File: src/rtl/deco_pkg.sv
// Shared types and helpers for the deco_phase_seq one-hot phase decoder.
package deco_pkg;

  typedef enum logic [1:0] {
    ST_IDLE     = 2'd0,
    ST_ACTIVE   = 2'd1,
    ST_BLANKING = 2'd2
  } state_t;

  localparam int BLANK_CNT_W  = 4;
  // Largest select width the onehot helper supports; callers truncate to 2^SEL_W.
  localparam int MAX_SEL_W    = 8;
  localparam int ONEHOT_MAX_W = 1 << MAX_SEL_W;

  function automatic logic [ONEHOT_MAX_W-1:0] onehot(input logic [MAX_SEL_W-1:0] idx);
    return ONEHOT_MAX_W'(1) << idx;
  endfunction

endpackage

File: src/rtl/deco_phase_seq_phase_timer.sv
// Loadable down-counter used for both the dwell and the blanking intervals.
module phase_timer #(
  parameter int W = 8
) (
  input  logic         clk,
  input  logic         rst_n,
  input  logic         start,
  input  logic [W-1:0] load_val,
  output logic         expire,
  output logic         busy
);

  logic [W-1:0] cnt_r;

  // Counter: reload on start, otherwise count down and park at zero.
  always_ff @(posedge clk) begin
    if (!rst_n) begin
      cnt_r <= '0;
    end else if (start) begin
      cnt_r <= load_val;
    end else if (cnt_r != '0) begin
      cnt_r <= cnt_r - W'(1);
    end else begin
      cnt_r <= cnt_r;
    end
  end

  // expire marks the last cycle of an interval loaded with value N.
  assign expire = (cnt_r == W'(1));
  assign busy   = (cnt_r != '0);

endmodule

File: src/rtl/deco_phase_seq.sv
// Registered N-to-2^N one-hot phase decoder with sequencer mode and
// break-before-make blanking between different active outputs.
module deco_phase_seq
  import deco_pkg::*;
#(
  parameter int SEL_W   = 2,
  parameter int BLANK   = 1,
  parameter int DWELL_W = 8
) (
  input  logic                    CLK,
  input  logic                    RST_N,
  input  logic                    EN,
  input  logic                    MODE,
  input  logic                    LOAD,
  input  logic [SEL_W-1:0]        IN,
  input  logic [DWELL_W-1:0]      DWELL,
  output logic [(1<<SEL_W)-1:0]   OUT,
  output logic [SEL_W-1:0]        IDX,
  output logic                    WRAP
);

  localparam int OUT_W = 1 << SEL_W;
  localparam logic [BLANK_CNT_W-1:0] BLANK_LD = BLANK_CNT_W'(BLANK);
  localparam logic [SEL_W-1:0]       IDX_LAST = '1;

  state_t             state_r, state_n;
  logic [SEL_W-1:0]   idx_r, idx_n;
  logic [OUT_W-1:0]   out_r, out_n;
  logic               wrap_r, wrap_n;
  logic               wrap_pend_r, wrap_pend_n;

  logic               dwell_start_s, dwell_expire_s, dwell_busy_s, dwell_done_s;
  logic               blank_start_s, blank_expire_s, blank_busy_s, blank_done_s;
  logic [DWELL_W-1:0] dwell_ld_s;

  assign dwell_ld_s = (DWELL == '0) ? DWELL_W'(1) : DWELL;
  // A counter already at zero also ends the interval, so the FSM can never stall.
  assign dwell_done_s = dwell_expire_s | ~dwell_busy_s;
  assign blank_done_s = blank_expire_s | ~blank_busy_s;

  phase_timer #(.W(DWELL_W)) u_dwell (
    .clk      (CLK),
    .rst_n    (RST_N),
    .start    (dwell_start_s),
    .load_val (dwell_ld_s),
    .expire   (dwell_expire_s),
    .busy     (dwell_busy_s)
  );

  phase_timer #(.W(BLANK_CNT_W)) u_blank (
    .clk      (CLK),
    .rst_n    (RST_N),
    .start    (blank_start_s),
    .load_val (BLANK_LD),
    .expire   (blank_expire_s),
    .busy     (blank_busy_s)
  );

  // Next-state, index and wrap decisions.
  always_comb begin
    state_n       = state_r;
    idx_n         = idx_r;
    wrap_n        = 1'b0;
    wrap_pend_n   = wrap_pend_r;
    dwell_start_s = 1'b0;
    blank_start_s = 1'b0;
    if (!EN) begin
      state_n     = ST_IDLE;
      wrap_pend_n = 1'b0;
    end else begin
      case (state_r)
        ST_IDLE: begin
          // OUT is already zero, so entry needs no blanking.
          if (LOAD) begin
            idx_n = IN;
          end else begin
            idx_n = idx_r;
          end
          state_n       = ST_ACTIVE;
          dwell_start_s = 1'b1;
          wrap_pend_n   = 1'b0;
        end
        ST_ACTIVE: begin
          if (LOAD && (IN != idx_r)) begin
            idx_n = IN;
            if (BLANK == 0) begin
              dwell_start_s = 1'b1;
            end else begin
              state_n       = ST_BLANKING;
              blank_start_s = 1'b1;
            end
          end else if (LOAD || !MODE) begin
            // Direct mode keeps the dwell timer primed so a switch to sequence starts fresh.
            dwell_start_s = 1'b1;
          end else if (dwell_done_s) begin
            idx_n = idx_r + SEL_W'(1);
            if (BLANK == 0) begin
              dwell_start_s = 1'b1;
              wrap_n        = (idx_r == IDX_LAST);
            end else begin
              state_n       = ST_BLANKING;
              blank_start_s = 1'b1;
              wrap_pend_n   = (idx_r == IDX_LAST);
            end
          end else begin
            dwell_start_s = 1'b0;
          end
        end
        ST_BLANKING: begin
          if (LOAD) begin
            idx_n       = IN;
            wrap_pend_n = 1'b0;
          end else begin
            idx_n = idx_r;
          end
          if (blank_done_s) begin
            state_n       = ST_ACTIVE;
            dwell_start_s = 1'b1;
            wrap_n        = wrap_pend_n & MODE;
            wrap_pend_n   = 1'b0;
          end else begin
            state_n = ST_BLANKING;
          end
        end
        default: begin
          state_n     = ST_IDLE;
          wrap_pend_n = 1'b0;
        end
      endcase
    end
  end

  // Output decode from the next state so OUT is a pure register.
  always_comb begin
    out_n = '0;
    if (state_n == ST_ACTIVE) begin
      out_n = OUT_W'(onehot(MAX_SEL_W'(idx_n)));
    end else begin
      out_n = '0;
    end
  end

  // State and output registers.
  always_ff @(posedge CLK) begin
    if (!RST_N) begin
      state_r     <= ST_IDLE;
      idx_r       <= '0;
      out_r       <= '0;
      wrap_r      <= 1'b0;
      wrap_pend_r <= 1'b0;
    end else begin
      state_r     <= state_n;
      idx_r       <= idx_n;
      out_r       <= out_n;
      wrap_r      <= wrap_n;
      wrap_pend_r <= wrap_pend_n;
    end
  end

  assign OUT  = out_r;
  assign IDX  = idx_r;
  assign WRAP = wrap_r;

endmodule

File: config.mk
export PLATFORM = sky130hd
export DESIGN_NAME = deco_phase_seq
export DESIGN_NICKNAME = d
export VERILOG_FILES = /design/src/rtl/deco_pkg.sv /design/src/rtl/deco_phase_seq_phase_timer.sv /design/src/rtl/deco_phase_seq.sv
export SDC_FILE = /design/constraint.sdc
export NUM_CORES = 1
export LEC_CHECK = 0
export CELL_PAD_IN_SITES_DETAIL_PLACEMENT = 0
export CELL_PAD_IN_SITES_GLOBAL_PLACEMENT = 2
export CORE_ASPECT_RATIO = 1.2
export CORE_MARGIN = 4
export CORE_UTILIZATION = 28
export DETAILED_ROUTE_END_ITERATION = 10
export HOLD_SLACK_MARGIN = 0.05
export PLACE_DENSITY = 0.84
export SLEW_MARGIN = 40
export SYNTH_ARGS = -nofsm -noshare
export SYNTH_HDL_FRONTEND = slang
export SYNTH_SLANG_ARGS = --single-unit
File: constraint.sdc
create_clock -name CLK -period 1.9 [get_ports CLK]
set_clock_uncertainty 0.2 [all_clocks]
set_input_delay 0.19 -clock CLK [delete_from_list [all_inputs] [get_ports CLK]]
set_output_delay 0.19 -clock CLK [all_outputs]
set_load 0.01 [all_outputs]
==> metrics.csv <==
stage;metric;value;unit
outcome;outcome;finished, violations left;
outcome;violations;negative setup slack;
yosys;synthFlopType;dfxtp_1;
critical_path;path_max_fanout;6;
routing;wl_per_cell;13.74;um
yosys;yosys_warnings;0;
floorplanning;row_count;27;
global_route;grt_overflow_total;0;
timing;max-slew-margin-rel;0.7865;
floorplanning;core;0.004696;mm2
placed_design;gp_congestion;0.8438;
yosys;synth_seq_cells;22;
timing;finalCritPeriodShare;1.013;
job;cap_violations;0;
yosys;async_flop_share;0;
floorplanning;fp.dieH;85.12;um
routing;avgViaCountPerCell;4.903;
global_route;antenna_found_initial;0;
global_route;met3_usage;0.01896;
yosys;avgSynthCellArea;8.461;um2
power;p_leak;0.8687;nW
timing;period_minus_slack;1924;ps
power;intPower;1.440;mW
power;power_frac_comb;0.499;
clocking;clk_latency;260;ps
global_route;grt_use_met2;0.2386;
clocking;cts_buffers;3;
critical_path;worstPathRequired;1900;ps
global_route;grt_max_degree;17;
placed_design;place_inst;271;
critical_path;cp.arrival;1920;ps
yosys;synth_edf_count;0;
yosys;yosysSeqAreaShare;0.3174;
power;p_sw;756.7;uW
critical_path;endpoint_kind;flop;
critical_path;critPathLaunchType;flop;
routing;drt_iter0_markers;23;
placed_design;numPortBuffers;21;
placed_design;dpl_cell_area;0.001916;mm2
power;seqPwrFrac;0.300;
timing;max_freq;519.8;MHz
global_route;grt_pass1_vias;1335;
clocking;cts_tree;yes;
routing;drtPass1Iterations;5;
routing;vias;1358;
finish;final.fill_count;462;
hold_path;hold_class;flop to flop;
yosys;synthCells;164;
yosys;yosys.cell_count.top_type;dfxtp_1;
finish;final_layout_size_suffix_gt1_frac;0.3470;
critical_path;critical_path_class;flop to flop;
timing;tightest_slew;317.3;ps
placed_design;dp_hpwl;2.986;mm
power;sw_frac_of_total;0.3445;
yosys;synth_top_cell_by_area;dfxtp_1;
clocking;clk_pin_slew_worst_paths;80;ps
finish;syn_to_final_growth;53.56;%
finish;antennaDiodeCount;0;
global_route;grt.met1_usage;0.1303;
timing;hold_viol_final;0;
power;p_clk_frac;0.201;
yosys;ys_types;46;
critical_path;worstSetupStartpoint;u_dwell.cnt_r[5];
finish;layoutNonFillerInstCount;277;
yosys;syn_area;0.001388;mm2
clocking;cts.path.max_buffers;2;
routing;wirelength;3.805;mm
floorplanning;ioPinCount;22;
clocking;htree_num_levels;1;
finish;nNetsFinal;246;
finish;design_area;0.002131;mm2
timing;grt_setup_unrepaired;yes;
timing;setup_viol;1;
global_route;top_usage_layer;met2;
global_route;grt_use_total;0.1239;
routing;drcViolationCount;0;
power;peakVddDrop;0.5173;mV
critical_path;r2r-start;u_dwell.cnt_r[5];
floorplanning;die_x;72.26;um
routing;ant_nets;0;
power;power_density;1031;mW/mm2
clocking;cts-root-buf;clkbuf_8;
timing;drv_slew;0;
floorplanning;start_util;0.2955;
timing;layout_setup_ws;-23.95;ps
clocking;cts.sinks;22;
clocking;hold_buffers;0;
global_route;grt_pass1_wl;6.044;mm
floorplanning;dieArea;0.006150;mm2
yosys;synth_top_area_frac;0.3174;
yosys;syn_nets;190;
yosys;synthTopCellsByArea;dfxtp_1, ha_1, nand2_1;
yosys;synth_common_cells;dfxtp_1, nand2_1, ha_1, nor2_1, inv_1;
hold_path;worstHoldStart;wrap_pend_r;
timing;fin_tns_setup;-23.95;ps
timing;hold_slack;293.8;ps
## layout make-up
class	instances	area, um2	share of cell area
inverter	9	36.28	0.01703
sequential	22	452.9	0.2126
timing repair buffer	56	476.7	0.2237
clock buffer	3	41.29	0.01938
multi-input combinational	128	1021	0.4792
clock inverter	1	30.03	0.01409
tap	58	72.57	0.03406
## final timing paths
kind	endpoint	slack, ps	cells after the start
setup / recovery	OUT[1]	-20	6
hold / removal	WRAP	290	2
setup reg to reg	OUT[1]	-20	6
hold reg to reg	WRAP	290	2
## power by group through the flow
stage               Clock, mW  Combinational [mW]  Sequential [mW]
floorplan                   0               0.600            0.643
CTS                     0.452                1.00            0.647
global route            0.470                1.22            0.675
detailed placement          0               0.974            0.651
global placement            0               0.951            0.645
finish                  0.442                1.10            0.659
## routing by layer
metal,vias to the layer above,share of wire
met2,22,0.56
met1,638,0.39
li1,692,-
met5,-,0
met3,6,0.028
met4,0,0.016
## kinds of logic after synthesis
logic type      count (synthesis)  synth area share
compound gates                 37            0.1875
xor+xnor                        8           0.05049
fa+ha+maj                      11           0.09919
buf+inv                        14           0.04148
flops                          22            0.3174
mux                             6           0.04328
simple gates                   66            0.2606
## through the flow
stage	util	setup WS (ps)	total power [mW]
3_5_place_dp	0.4079	-179.2	1.625
3_3_place_gp	0.4079	-157.6	1.596
4_1_cts	0.4293	-51.01	2.104
2_1_floorplan	-	11.73	1.243
5_1_grt	0.4538	-104.9	2.366
6_report	0.4538	-23.95	2.197
## placed cells by master (no fill, tap or decap), drive strengths merged, types with 8 or more instances in the layout
cell type / netlist / routed
inv: 9 / 9
nand2: 19 / 19
buf: 2 / 35
ha: 11 / 11
o21ai: 8 / 8
dfxtp: 22 / 22
clkdlybuf4s50: 0 / 21
a21oi: 8 / 8
nor2: 11 / 11
## flip-flops by register name, indices dropped and copies added (netlist names)
name	flops
WRAP	1
wrap_pend_r	1
OUT	4
IDX	2
state_r	2
u_dwell.cnt_r	8
u_blank.cnt_r	4
## worst max-delay path, stage by stage (launching register included)
cell and delay (ps):
dfxtp_4 370, nor4_4 330, nand4bb_1 160, buf_6 160, o221a_4 220, o22ai_4 230
nor3b_2 190
## repair_timing
action	in CTS	in global routing
buffers inserted	1	1
gates resized for setup	9	26
endpoints found under the setup margin	13	16
pin swaps	4	15
No activity file was read; power rests on OpenSTA's default activity.
==> RTL change (same settings) <==
Register the output `OUT` once more, without a reset; this adds one clock of latency there. The other outputs are not delayed to match.
--- a/src/rtl/deco_phase_seq.sv
+++ b/src/rtl/deco_phase_seq.sv
@@ -157,7 +157,9 @@
     end
   end
 
-  assign OUT  = out_r;
+  always_ff @(posedge CLK) begin
+    OUT <= out_r;
+  end
   assign IDX  = idx_r;
   assign WRAP = wrap_r;
 
Behaviour: not the same (Yosys sat finds a counterexample within 4 cycles, from zero or initial values and one cycle with RST_N low).
==> RTL change against the original RTL <==
  * Synthesized cell count is 2.4% higher
  * Total power is 8.0% higher
  * Area after synthesis is 5.0% higher
  * Worst setup slack worse by 0.032 ns
  * Global-route usage is 0.89 points lower
  * Critical path type unchanged
  * The flow still finishes with violations (setup timing)
  * Final area is 4.9% higher
  * Largest cell class unchanged
  * Wire length is 5.2% lower
  * Clock power is 4% higher
  * Sequential cell count is 4 higher
==> RTL change: results (changes against the original RTL) <==
[worst_setup_path]
crit_end=out_r[3]
crit_path_start=u_dwell.cnt_r[1]
path_max_fanout=5  ; -1
critPathTopFamily=simple AND/OR/NAND/NOR gates
reg2regPathDepth=7  ; +1
slowest_stage=a211o_4
worstPathArrival_ns=1.98  ; +0.06 ns

[place]
pre_cts_slack_ns=-0.313  ; -0.133 ns
gp_routability_congestion=0.791  ; -6.3%
port_buffers=21  ; unchanged
place_hpwl_mm=2.76  ; -7.6%

[yosys]
synth.area.top_cells=dfxtp_1, ha_1, nand2_1, mux2i_1, xnor2_1
synth_xor_area_share_pct=4.81  ; -0.24 points
synthMuxAreaShare_pct=5.49  ; +1.2 points
synthTopCellsByCount=dfxtp_1, nand2_1, ha_1, inv_1, nor2_1
syn-num-nets=194  ; +2.1%
ys_seq_area_share_pct=35.7  ; +4.0 points
synth.distinct_cells=45  ; -2.2%
synthAdderAreaFrac_pct=9.44  ; -0.48 points
synth_compound_area_share_pct=14.5  ; -4.2 points

[cells_and_area]
drive_above_1_share_pct=34.2  ; -0.48 points
nets=252  ; +2.4%
antenna_cells=0  ; unchanged

[route]
dr.pass1.iters=4  ; -1
viasPerCell=4.86  ; -0.95%
wl_per_cell_um=12.7  ; -7.9%
drt_iter0_drc=80  ; +250%

[global_route]
grt_max_degree=22  ; +5
grt.total_usage_pct=11.5  ; -0.89 points
grt_pass1_vias=1326  ; -0.67%
antenna_found_initial=0  ; unchanged
grt_pass1_wl_mm=5.76  ; -4.7%

[worst_hold_path]
hold_path_depth=0  ; -2
hp-start=out_r[0]
hold_end=OUT[0]

[sta]
setup-violations-final=4  ; +3
timing.final.ws_setup_ns=-0.0562  ; -0.0322 ns
worst_pin_slew_ns=0.291  ; -0.0261 ns

[power_and_ir_drop]
power_leakage_uw=0.000918  ; +5.7%
irDropWorstVdd_uv=496  ; -4.1%

[outcome]
violations=setup timing
status=finished with violations

[floorplan]
initial_core_util_pct=29.3  ; -0.25 points

[RTL change: worst reg2reg max path, cell delays in order, from the launching register on]
cell,delay (ns)
dfxtp_2,0.34
inv_2,0.06
ha_2,0.16
nor2_1,0.09
and4bb_4,0.22
or2_4,0.27
a211o_4,0.36
and3b_1,0.21
[RTL change: repair_timing]
item                                    4_1_cts  5_1_grt
buffers inserted                              5        0
pin swaps                                    15       12
endpoints found under the setup margin       15       16
gates resized for setup                      17       20
[RTL change: cell type report]
type / instances / area [um2]
Clock inverter: 1 / 30.0
Timing Repair Buffer: 56 / 473
Tap cell: 60 / 75.1
Inverter: 11 / 43.8
Clock buffer: 3 / 41.3
Fill cell: 490 / 2740
Sequential cell: 26 / 533
Multi-Input combinational cell: 128 / 1040
[RTL change: layer usage]
layer	vias up	share of wire (%)	track usage [%]	wire length, um
met5	-	0	0	0
met4	0	1.2	3.46	42
met3	4	3.2	1.85	114
met2	26	56	22.3	2010
met1	653	40	12.4	1440
li1	701	-	-	-
[RTL change: stage by stage]
| step | std cells | cell area (um2) | util [%] | hold slack (ns) | TNS [ns] |
|---|---|---|---|---|---|
| after CTS | 285 | 2140 | 43.1 | 0.137 | -0.270 |
| after global routing | 285 | 2240 | 44.9 | 0.144 | -0.530 |
| after detailed placement | 276 | 1970 | 39.6 | 0.114 | -3.77 |
| final | 285 | 2240 | 44.9 | 0.133 | -0.146 |
| after global placement | 276 | 1970 | 39.6 | 0.115 | -3.68 |
| after floorplan | 168 | 1470 | - | 0.110 | -0.00430 |
[RTL change: report_power, final]
group	internal (uW)	leakage, uW	switching (uW)
Combinational	636	0.000667	528
Clock	282	0.0000357	176
Sequential	655	0.000216	96.4
